`src/rtl/usb_uart_pkg.sv`:
```
// Shared constants for the usb_uart bridge: status word bit positions and
// the value the data register reads back when the RX FIFO holds nothing.
package usb_uart_pkg;

   // Status word: [7:0] rx_count, [15:8] tx_count, flags in [19:16].
   // A freshly reset bridge reads 32'h0005_0000 (tx_empty and rx_empty set).
   localparam int STAT_RX_CNT_LSB = 0;
   localparam int STAT_TX_CNT_LSB = 8;
   localparam int STAT_TX_EMPTY   = 16;
   localparam int STAT_TX_FULL    = 17;
   localparam int STAT_RX_EMPTY   = 18;
   localparam int STAT_RX_FULL    = 19;

   localparam logic [31:0] UART_EMPTY_WORD = 32'hFFFF_FFFF;

endpackage

```
`src/rtl/sync_fifo.sv`:
```
// First-word-fall-through FIFO with register-array storage and a fill count.
// Ports: clk_48mhz, reset (sync, high), push/push_data, pop, head, count,
// full, empty. A push into a full FIFO and a pop from an empty one are ignored.
module sync_fifo #(
   parameter int WIDTH      = 8,
   parameter int DEPTH_LOG2 = 4
) (
   input  logic                  clk_48mhz,
   input  logic                  reset,
   input  logic                  push,
   input  logic [WIDTH-1:0]      push_data,
   input  logic                  pop,
   output logic [WIDTH-1:0]      head,
   output logic [DEPTH_LOG2:0]   count,
   output logic                  full,
   output logic                  empty
);

   localparam int DEPTH = 1 << DEPTH_LOG2;

   logic [WIDTH-1:0]      r_mem [DEPTH];
   logic [DEPTH_LOG2-1:0] r_wr_ptr;
   logic [DEPTH_LOG2-1:0] r_rd_ptr;
   logic [DEPTH_LOG2:0]   r_count;
   logic                  w_push;
   logic                  w_pop;

   assign full   = (r_count == (DEPTH_LOG2+1)'(DEPTH));
   assign empty  = (r_count == '0);
   assign count  = r_count;
   assign head   = r_mem[r_rd_ptr];

   // Full refuses the push even if a pop frees a slot this cycle;
   // empty ignores the pop even if a push arrives this cycle.
   assign w_push = push & ~full;
   assign w_pop  = pop & ~empty;

   always_ff @(posedge clk_48mhz) begin
      if (w_push) begin
         r_mem[r_wr_ptr] <= push_data;
      end
   end

   always_ff @(posedge clk_48mhz) begin
      if (reset) begin
         r_wr_ptr <= '0;
         r_rd_ptr <= '0;
         r_count  <= '0;
      end else begin
         if (w_push) begin
            r_wr_ptr <= r_wr_ptr + DEPTH_LOG2'(1);
         end
         if (w_pop) begin
            r_rd_ptr <= r_rd_ptr + DEPTH_LOG2'(1);
         end
         case ({w_push, w_pop})
            2'b10:   r_count <= r_count + (DEPTH_LOG2+1)'(1);
            2'b01:   r_count <= r_count - (DEPTH_LOG2+1)'(1);
            default: r_count <= r_count;
         endcase
      end
   end

endmodule

```
`src/rtl/usb_uart_bridge.sv`:
```
// Buffered bridge between the picosoc UART registers and usb_uart streams.
// Ports: CPU data/status registers (reg_*), TX stream (uart_in_*), RX stream (uart_out_*).
module usb_uart_bridge
   import usb_uart_pkg::*;
#(
   parameter int DEPTH_LOG2 = 4
) (
   input  logic        clk_48mhz,
   input  logic        reset,
   input  logic        reg_dat_we,
   input  logic        reg_dat_re,
   input  logic [31:0] reg_dat_di,
   output logic [31:0] reg_dat_do,
   output logic        reg_dat_wait,
   output logic [31:0] reg_stat_do,
   output logic [7:0]  uart_in_data,
   output logic        uart_in_valid,
   input  logic        uart_in_ready,
   input  logic [7:0]  uart_out_data,
   input  logic        uart_out_valid,
   output logic        uart_out_ready
);

   logic [7:0]          w_tx_head;
   logic [DEPTH_LOG2:0] w_tx_count;
   logic                w_tx_full;
   logic                w_tx_empty;
   logic                w_tx_push;
   logic                w_tx_pop;

   logic [7:0]          w_rx_head;
   logic [DEPTH_LOG2:0] w_rx_count;
   logic                w_rx_full;
   logic                w_rx_empty;
   logic                w_rx_push;
   logic                w_rx_pop;

   logic                w_unused_di;

   // Only the low byte of the CPU write data carries a character.
   assign w_unused_di    = ^reg_dat_di[31:8];

   assign reg_dat_wait   = reg_dat_we & w_tx_full;
   assign w_tx_push      = reg_dat_we & ~w_tx_full;
   assign uart_in_valid  = ~w_tx_empty;
   assign uart_in_data   = w_tx_head;
   assign w_tx_pop       = uart_in_valid & uart_in_ready;

   assign uart_out_ready = ~w_rx_full & ~reset;
   assign w_rx_push      = uart_out_valid & uart_out_ready;
   assign w_rx_pop       = reg_dat_re & ~w_rx_empty;

   assign reg_dat_do = w_rx_empty ? UART_EMPTY_WORD : {24'h0, w_rx_head};

   always_comb begin
      reg_stat_do = '0;
      reg_stat_do[STAT_RX_CNT_LSB +: 8] = 8'(w_rx_count);
      reg_stat_do[STAT_TX_CNT_LSB +: 8] = 8'(w_tx_count);
      reg_stat_do[STAT_TX_EMPTY]        = w_tx_empty;
      reg_stat_do[STAT_TX_FULL]         = w_tx_full;
      reg_stat_do[STAT_RX_EMPTY]        = w_rx_empty;
      reg_stat_do[STAT_RX_FULL]         = w_rx_full;
   end

   sync_fifo #(
      .WIDTH      (8),
      .DEPTH_LOG2 (DEPTH_LOG2)
   ) tx_fifo (
      .clk_48mhz (clk_48mhz),
      .reset     (reset),
      .push      (w_tx_push),
      .push_data (reg_dat_di[7:0]),
      .pop       (w_tx_pop),
      .head      (w_tx_head),
      .count     (w_tx_count),
      .full      (w_tx_full),
      .empty     (w_tx_empty)
   );

   sync_fifo #(
      .WIDTH      (8),
      .DEPTH_LOG2 (DEPTH_LOG2)
   ) rx_fifo (
      .clk_48mhz (clk_48mhz),
      .reset     (reset),
      .push      (w_rx_push),
      .push_data (uart_out_data),
      .pop       (w_rx_pop),
      .head      (w_rx_head),
      .count     (w_rx_count),
      .full      (w_rx_full),
      .empty     (w_rx_empty)
   );

endmodule
```
`config.mk`:
```
export PLATFORM = sky130hd
export DESIGN_NAME = usb_uart_bridge
export DESIGN_NICKNAME = d
export VERILOG_FILES = /design/src/rtl/usb_uart_pkg.sv /design/src/rtl/sync_fifo.sv /design/src/rtl/usb_uart_bridge.sv
export SDC_FILE = /design/constraint.sdc
export NUM_CORES = 1
export LEC_CHECK = 0
export ABC_AREA = 0
export CAP_MARGIN = 10
export CORE_AREA = 2 2 172 123
export CTS_CLUSTER_SIZE = 20
export DETAILED_ROUTE_END_ITERATION = 8
export DIE_AREA = 0 0 174 125
export GPL_TIMING_DRIVEN = 0
export HOLD_SLACK_MARGIN = 0.03
export PLACE_DENSITY = 0.92
export SYNTH_ARGS = -nofsm -noshare
export SYNTH_HDL_FRONTEND = slang
export SYNTH_HIERARCHICAL = 1
export SYNTH_SLANG_ARGS = --single-unit
```
`constraint.sdc`:
```
create_clock -name clk_48mhz -period 10.9 [get_ports clk_48mhz]
set_input_delay 1.635 -clock clk_48mhz [delete_from_list [all_inputs] [get_ports clk_48mhz]]
set_output_delay 1.635 -clock clk_48mhz [all_outputs]
set_load 0.005 [all_outputs]
```
Yosys cells after proc, flatten, opt, wreduce, memory -nomap -nowiden

Memories as Yosys holds them, arrays and structs flattened. A register that Yosys moved wholly into a read port is not among the register bits.
Index checks and enable logic that the tools add are counted.

Register bits after elaboration: 26
Bits in latches: 0
Memory bits (writable): 256
Memory bits (read-only): 0
Bits of input ports: 46
Output and inout port bits: 75
Memories kept: 2

Add/sub/neg operators: 8
$mul: 0
Div/mod/pow operators: 0
Magnitude comparators: 0
Equal/unequal tests: 6
Shift-type cells: 0
Muxes and demuxes: 11
Bitwise operators: 15
Reduce and logical (&&, ||, !) cells: 4

Memories:

| memory        | depth | width | read ports | clocked after memory_dff | write ports | line            | source |
|---|---|---|---|---|---|---|---|
| rx_fifo.r_mem | 16    | 8     | 1          | 1                        | 1           | sync_fifo.sv:21 | `logic [WIDTH-1:0] r_mem [DEPTH];` |
| tx_fifo.r_mem | 16    | 8     | 1          | 1                        | 1           | sync_fifo.sv:21 |  |

Operator list:

| kind                                                                | count |
|---|---|
| 32-bit 2-to-1 mux                                                   | 1 |
| 5-bit case mux with 2 select lines                                  | 2 |
| 4-bit by 1-bit adder with 4-bit output (second input constant)      | 4 |
| 4-bit 2-to-1 mux                                                    | 4 |
| 5-bit by 1-bit adder with 5-bit output (second input constant)      | 2 |
| 1-bit bitwise AND                                                   | 10 |
| 5-bit == test (second input constant)                               | 2 |
| 5-bit logical NOT                                                   | 2 |
| 5-bit by 1-bit subtractor with 5-bit output (second input constant) | 2 |
| 1-bit NOT                                                           | 5 |
| 2-bit by 1-bit == test with 1-bit output (second input constant)    | 2 |
| 2-bit == test (second input constant)                               | 2 |
| 1-bit 2-to-1 mux                                                    | 4 |
| 2-bit nonzero test                                                  | 2 |

Logic depth before layout (Yosys ltp)

Gate-level depths: netlist (run 1).

Word-level depth: 7
Depth in mapped cells: 15
Gate-level depth less buffers: 12

By module

Netlist (run 1), hierarchy kept.

By module, submodules not included:

| module          | instances | cells an instance | area an instance (um2) | sequential area each (um2) |
|---|---|---|---|---|
| sync_fifo       | 2         | 324               | 5836.8                 | 4184.0 |
| usb_uart_bridge | 1         | 62                | 439.2                  | 0.0 |

Worst setup path after synthesis (run 1)

Ideal clock, no wire load.

Path kind: register to register
Start point: reg rx_fifo.r_count[1] (netlist: rx_fifo/count[1])
End point: reg rx_fifo.r_count[4] (netlist: rx_fifo/count[4])
Library setup time: 121 ps
Arrival: 4135 ps
Required time: 10779 ps
Setup slack: 6644 ps
Cell stages (with the launch flop): 16
Period minus slack after synthesis: 4256 ps
Cell sequence: dfxtp_1 > buf_6 > or4_4 > buf_6 > nor2_1 > nor2b_1 > o21ai_4 > inv_1 > ha_1 > clkbuf_1 > xor2_1 > ha_1 > inv_1 > a21o_1 > a221oi_1 > mux2_2

Elaborated cells on any way between the ends: 15
Classes of those cells: add/sub: 2; eq/ne: 3; mux: 1; bitwise: 7; reduce/logical: 2

RTL lines:

| element                                                                   | line                  | source |
|---|---|---|
| start, declared                                                           | sync_fifo.sv:24       | `logic [DEPTH_LOG2:0] r_count;` |
| start signal, assigned                                                    | sync_fifo.sv:57       | `2'b10: r_count <= r_count + (DEPTH_LOG2+1)'(1);` |
| start signal, assigned                                                    | sync_fifo.sv:58       | `2'b01: r_count <= r_count - (DEPTH_LOG2+1)'(1);` |
| start signal, assigned                                                    | sync_fifo.sv:59       | `default: r_count <= r_count;` |
| 5-bit logical NOT *                                                       | sync_fifo.sv:29       | `assign empty = (r_count == '0);` |
| named net w_rx_empty                                                      | usb_uart_bridge.sv:34 | `logic w_rx_empty;` |
| 1-bit NOT *                                                               | usb_uart_bridge.sv:51 | `assign w_rx_pop = reg_dat_re & ~w_rx_empty;` |
| 1-bit bitwise AND *                                                       | usb_uart_bridge.sv:51 |  |
| named net w_rx_pop                                                        | usb_uart_bridge.sv:36 | `logic w_rx_pop;` |
| 1-bit bitwise AND *                                                       | sync_fifo.sv:36       | `assign w_pop = pop & ~empty;` |
| named net rx_fifo.w_pop                                                   | sync_fifo.sv:26       | `logic w_pop;` |
| 2-bit by 1-bit == test with 1-bit output or 2-bit == test (tied branches) | sync_fifo.sv:56       | `case ({w_push, w_pop})` |
| 5-bit case mux with 2 select lines or 2-bit nonzero test (tied branches)  | n/a                   |  |

Mark *: on every way through the listed nets, which the timed path passes. The rest lies on a longest branch.
A chain may end at the register's enable or synchronous reset.

==> results of run 1 <==
## Yosys cell counts (3+ instances only)
cell type / n
ha_1: 16
mux4_2: 64
buf_2: 8
and2_1: 3
nand2b_1: 6
edfxtp_1: 256
inv_1: 15
xor2_1: 14
buf_1: 4
clkbuf_1: 22
mux2i_1: 6
or2_1: 8
buf_6: 4
nor2b_1: 7
buf_4: 46
dfxtp_1: 34
nor2_1: 69
a21oi_1: 4
nand2_1: 28
and3_1: 4
nor3_1: 12
a22oi_1: 32
o21a_1: 4
o211ai_2: 4
## area by class of cell
class	instances	area (µm²)
Buffer	84	528.0
Fill cell	1246	6117
Inverter	15	56.30
Sequential cell	290	8368
Clock buffer	39	744.5
Multi-Input combinational cell	338	3232
Clock inverter	7	35.03
Timing Repair Buffer	85	833.3
Tap cell	276	345.3
## how the worst max path moves through the flow
stage                                start          endpoint  depth (start not counted)  slack [ps]
after global routing              register     reg_dat_do[6]                          7        5810
after CTS                         register     reg_dat_do[6]                          7        5950
after floorplan           rx_fifo/count[1]  rx_fifo/count[4]                         15        6640
final                             register     reg_dat_do[6]                          7        5920
after global placement    rx_fifo/count[1]  rx_fifo/count[4]                         15        5770
after detailed placement             reset  rx_fifo/count[4]                         12        5820
## flip-flops by register name, indices dropped and copies added (netlist names), named ones only
name              count
rx_fifo/r_mem       128
tx_fifo/r_mem       128
rx_fifo/count         5
tx_fifo/count         5
rx_fifo/r_rd_ptr      4
rx_fifo/r_wr_ptr      4
tx_fifo/r_rd_ptr      4
tx_fifo/r_wr_ptr      4
## layer usage
metal | up-vias | wire [µm] | track usage (%) | part of all wire (%)
li1 | 2934 | - | - | -
met2 | 429 | 12640 | 39.54 | 47
met4 | 0 | 807 | 7.464 | 3.0
met1 | 3446 | 10830 | 35.84 | 40
met5 | - | 0 | 0 | 0
met3 | 66 | 2469 | 4.045 | 9.2
## cell families after synthesis
| logic type | after synthesis | synth area share [%] |
|---|---|---|
| and+or+nand+nor | 152 | 6.105 |
| muxes | 72 | 12.58 |
| AOI/OAI and AO/OA | 64 | 4.566 |
| DFF | 290 | 69.08 |
| xor gates and xnor gates | 16 | 1.157 |
| other | 1 | 0.03096 |
| buffers and inverters | 99 | 4.824 |
| adders and majority gates | 16 | 1.653 |
## critical path: cells and delay by family (launching register included)
family | cells | cell delay, ps
AO/OA/AOI/OAI | 1 | 280
buffers and inverters | 3 | 1230
flip-flops | 1 | 310
multiplexers | 1 | 600
AND/OR/NAND/NOR | 2 | 390
## through the flow
stage / cells / util [%] / total power [mW] / instance area (µm²)
floorplan: 727 / - / 1.559 / 12180
global placement: 1081 / 65.66 / 1.734 / 13300
detailed placement: 1084 / 65.82 / 1.754 / 13340
CTS: 1130 / 69.67 / 2.588 / 14110
global route: 1134 / 69.81 / 2.669 / 14140
finish: 1134 / 69.81 / 2.578 / 14140
## power groups by stage
stage          Clock (mW)  Combinational (mW)  Sequential [mW]
6_report            0.845               0.478             1.25
3_5_place_dp            0               0.476             1.28
3_3_place_gp            0               0.459             1.28
5_1_grt             0.894               0.517             1.26
4_1_cts             0.852               0.481             1.25
2_1_floorplan           0               0.287             1.27
==> metrics.md, run 1 <==
| Metric | Value |
|---|---|
| Status | finished clean |
| EDFF count, synth | 256 |
| First-pass GRT wire length | 40520 µm |
| Static Leak | 4.779 nW |
| DRT Pass-1 Iters | 5 |
| Crit Path Class | reg2out |
| Startpoint Class | register |
| Grt total ovfl | 0 |
| RSZ-0062 raised after global routing | false |
| Max Freq | 200.9 MHz |
| Hold WS | 510.7 ps |
| Share of cells above drive strength 1 | 21.56% |
| Number of buffers created by CTS | 26 |
| Routed vias/inst | 6.063 |
| Combinational fraction of design power | 18.6% |
| Antenna Nets Post-Route | 0 |
| Die Footprint | 0.02175 mm² |
| Sequential area share after synthesis | 69.08% |
| Synth Flop Type | edfxtp_1 |
| Wire per inst | 23.58 µm |
| CTS tree | yes |
| Gate Count Post-Synth | 710 |
| Die H | 125 µm |
| Setup Fix Bufs, Post-CTS | 0 |
| Global-route usage over all layers | 24.72% |
| Final worst clock skew | 8.767 ps |
| Root Buffer | clkbuf_16 |
| GPL Wtd Cong | 0.8881 |
| Tcrit/Tclk final | 45.66% |
| Worst Hold Endpoint | tx_fifo/r_rd_ptr[3] |
| CP arrival | 3340 ps |
| PortBufs | 78 |
| Worst-Margin Slew | 1165 ps |
| TritonCTS Sinks | 290 |
| Maximum buffer depth of the clock tree | 3 |
| Post-synth ARST share | 0% |
| Mapped Area | 0.01211 mm² |
| Cell Pwr Density | 182.3 mW/mm² |
| FF-to-FF Start | rx_fifo/count[2] |
| N_diodes | 0 |
| # DRC | 0 |
| Die X | 174 µm |
| Most common cell after layout, fill and taps aside | edfxtp_1 |
| VDD IR-drop max | 0.0001257 V |
| Worst R2R End | rx_fifo/count[4] |
| Synth cell types | 45 |
| Synth top area share | 63.46% |
| # rows | 44 |
| Max-cap violations | 0 |
| Dominant cell type by area after synthesis | edfxtp_1 |
| Clock Power Share | 32.8% |
| Number of global-route vias before repair | 6849 |
| Total number of vias | 6875 |
| Initial DRC Count | 883 |
| Area Overhead vs Synth | 16.75% |
| Seq cells post-synth | 290 |
| H-Tree Depth | 1 |
| Total negative slack | 0 ps |
| Register-to-Register Setup Slack | 7020 ps |
| Final hold vios | 0 |
| Starting Density | 59.79% |
| Worst skew pair latency | 520 ps |
| Core area | 0.02026 mm² |
| Pre-CTS setup slack | 5820 ps |
| Worst R2R Path Depth | 15 |
| Syn_area_per_cell | 17.06 µm² |
| Largest net degree at the start of global routing | 27 |
| Fin worst setup slack | 5923 ps |
| Switching power | 0.6101 mW |
| Hold_buf cts | 0 |
| CTS clk-pin slew, worst paths | 70 ps |
| Max-slew headroom | 21.74% |
| CP max-delay cell | mux4_2 |
| Worst min path class | reg2reg |
| Top cells by area, synth | edfxtp_1, mux4_2, dfxtp_1 |
| Drt total wl | 26740 µm |
| Final Slew Violations | 0 |
| I/O pins | 121 |
| Worst Hold Depth | 2 |
| CTS resizes | 0 |
| # nets final | 902 |
| Slowest cell delay on critical path | 600 ps |
| Worst setup EP type | output port |
| Worst-path cell chain | clkbuf_1, buf_2, mux4_2, a22oi_1, nand2_1, or2_1, clkdlybuf4s50_1 |
| Hold Crit Start | tx_fifo/r_rd_ptr[3] |
| Crit-path max FO | 10 |
| P_int | 1.968 mW |
| Tmin final | 4977 ps |
| Final setup fails | 0 |
| HPWL Detailed | 16580 µm |
| Most frequent cells in the layout | edfxtp_1, clkdlybuf4s50_1, nor2_1 |
| CP required | 9270 ps |
| Flop pwr share | 48.7% |
| Switching Fraction | 23.67% |
| Initial antenna violation count | 0 |
| Synthesis Warnings | 6 |
(Power assumes the default switching activity.)
==> inputs of run 2 (changes only) <==
--- a/config.mk
+++ b/config.mk
@@ -7,13 +7,13 @@
 export LEC_CHECK = 0
 export ABC_AREA = 0
 export CAP_MARGIN = 10
-export CORE_AREA = 2 2 172 123
+export CORE_AREA = 2 2 188 134
 export CTS_CLUSTER_SIZE = 20
 export DETAILED_ROUTE_END_ITERATION = 8
-export DIE_AREA = 0 0 174 125
+export DIE_AREA = 0 0 190 136
 export GPL_TIMING_DRIVEN = 0
 export HOLD_SLACK_MARGIN = 0.03
-export PLACE_DENSITY = 0.92
+export PLACE_DENSITY = 0.83
 export SYNTH_ARGS = -nofsm -noshare
 export SYNTH_HDL_FRONTEND = slang
 export SYNTH_HIERARCHICAL = 1
==> constraint.sdc (replaced) <==
create_clock -name clk_48mhz -period 4.32 [get_ports clk_48mhz]
set_input_delay 0.648 -clock clk_48mhz [delete_from_list [all_inputs] [get_ports clk_48mhz]]
set_output_delay 0.648 -clock clk_48mhz [all_outputs]
set_load 0.005 [all_outputs]
==> run 2 against run 1 <==
First-iteration DRC count is 10% lower; clock-buffer cell count is 4 lower; non-clock buffer count fell by 1; worst hold slack got worse by 3.8 ps; clock skew increased by 11 ps; critical path depth is the same; sequential power grew to 2.5 times the previous value; final area up 2.0%; largest cell class unchanged; largest power group unchanged.
==> metrics.md, run 2 (synthesized netlist as in run 1, its figures left out) <==
| Metric | Value |
|---|---|
| Status | finished clean |
| Switching Fraction | 22.75% |
| Routed vias/inst | 5.540 |
| Number of global-route vias before repair | 6280 |
| Largest registers | rx_fifo/r_mem: 128 flops, tx_fifo/r_mem: 128 flops |
| Area Overhead vs Synth | 19.08% |
| P_int | 5.429 mW |
| Switching power | 1.599 mW |
| Drt total wl | 24570 µm |
| Root Buffer | clkbuf_16 |
| Startpoint Class | register |
| Total number of vias | 6582 |
| Final Slew Violations | 0 |
| Max-slew headroom | 17.49% |
| Hold WS | 506.9 ps |
| Die H | 136 µm |
| PortBufs | 78 |
| Largest net degree at the start of global routing | 23 |
| Antenna Nets Post-Route | 0 |
| Crit-path max FO | 10 |
| Initial antenna violation count | 0 |
| # nets final | 903 |
| Max Freq | 255.9 MHz |
| Initial DRC Count | 791 |
| Wire per inst | 20.68 µm |
| Worst setup EP type | output port |
| Max-cap violations | 0 |
| Final setup fails | 0 |
| Share of cells above drive strength 1 | 22.25% |
| H-Tree Depth | 1 |
| N_diodes | 0 |
| I/O pins | 121 |
| Maximum buffer depth of the clock tree | 3 |
| Clock Power Share | 37.7% |
| DRT Pass-1 Iters | 5 |
| Most frequent cells in the layout | edfxtp_1, clkdlybuf4s50_1, nor2_1 |
| Worst-Margin Slew | 1228 ps |
| VDD IR-drop max | 0.0004958 V |
| Combinational fraction of design power | 17.3% |
| Layout fillers | 1712 |
| Total negative slack | 0 ps |
| CP arrival | 3260 ps |
| Flop pwr share | 45.0% |
| Final worst clock skew | 19.95 ps |
| Static Leak | 4.883 nW |
| Cell Pwr Density | 487.3 mW/mm² |
| Starting Density | 50.05% |
| Overall power | 7.028 mW |
| CTS tree | yes |
| Hold_buf cts | 0 |
| Worst-path cell chain | clkbuf_1, buf_2, mux4_2, a22oi_1, nand2_1, or2_1, clkdlybuf4s50_1 |
| CP required | 3670 ps |
| CTS clk-pin slew, worst paths | 60 ps |
| HPWL Detailed | 16250 µm |
| First-pass GRT wire length | 37140 µm |
| Crit Path Class | reg2out |
| CTS resizes | 0 |
| RSZ-0062 raised after global routing | false |
| CP max-delay cell | mux4_2 |
| Worst min path class | reg2reg |
| # DRC | 0 |
| Die X | 190 µm |
| Most common cell after layout, fill and taps aside | edfxtp_1 |
| Number of buffers created by CTS | 28 |
| Setup Fix Bufs, Post-CTS | 0 |
| Die Footprint | 0.02584 mm² |
| Grt total ovfl | 0 |
| Final hold vios | 0 |
| Core area | 0.02420 mm² |
| TritonCTS Sinks | 290 |
| # rows | 48 |
| Tmin final | 3908 ps |
| Global-route usage over all layers | 19.31% |
| GPL Wtd Cong | 0.8045 |
| Tcrit/Tclk final | 90.46% |
| Worst skew pair latency | 530 ps |
| Slowest cell delay on critical path | 590 ps |
==> run 2: final timing paths <==
kind | slack (ps) | cells past startpoint | endpoint | start
max | 410 | 7 | reg_dat_do[4] | register
min | 510 | 2 | register | rx_fifo/r_rd_ptr[3]
max reg2reg | 450 | 15 | rx_fifo/count[4] | rx_fifo/count[2]
min reg2reg | 510 | 2 | register | rx_fifo/r_rd_ptr[3]
==> run 2: layout make-up <==
| type | count | area [µm²] | area share (%) |
|---|---|---|---|
| sequential | 290 | 8368 | 58.02 |
| multi-input combinational | 338 | 3227 | 22.37 |
| timing repair buffer | 84 | 820.8 | 5.691 |
| clock buffer | 35 | 748.2 | 5.187 |
| buffer | 84 | 528.0 | 3.661 |
| tap | 325 | 406.6 | 2.819 |
| clock inverter | 17 | 269.0 | 1.865 |
| inverter | 15 | 56.30 | 0.3904 |
==> run 2: through the flow <==
| step | cell area (µm²) | setup WS [ps] | std cells | util, % |
|---|---|---|---|---|
| after floorplan | 12180 | 64.14 | 727 | - |
| after global placement | 13360 | -961.5 | 1130 | 55.22 |
| after detailed placement | 13380 | 282.6 | 1131 | 55.29 |
| after CTS | 14400 | 428.9 | 1183 | 59.49 |
| after global routing | 14420 | 166.4 | 1188 | 59.59 |
| final | 14420 | 412.2 | 1188 | 59.59 |
==> run 2: metal layers <==
metal	global-route usage (%)	vias to the layer above	part of all wire (%)
li1	-	2945	-
met1	29.20	3253	43
met2	28.69	344	44
met3	4.775	40	11
met4	3.962	0	2.0
met5	0	-	0
==> run 2: worst max-delay path: cells and delay by family (launching register included) <==
| family | cells | cell delay (ps) |
|---|---|---|
| buffers and inverters | 3 | 1200 |
| multiplexers | 1 | 590 |
| AO/OA/AOI/OAI | 1 | 330 |
| AND/OR/NAND/NOR | 2 | 320 |
| flip-flops | 1 | 300 |
==> run 2: power by group through the flow <==
stage | registers (mW) | logic, mW | clock network, mW
after floorplan | 3.21 | 0.724 | 0
after global placement | 3.22 | 1.18 | 0
after detailed placement | 3.22 | 1.21 | 0
after CTS | 3.16 | 1.22 | 2.68
after global routing | 3.17 | 1.32 | 2.79
final | 3.16 | 1.22 | 2.65
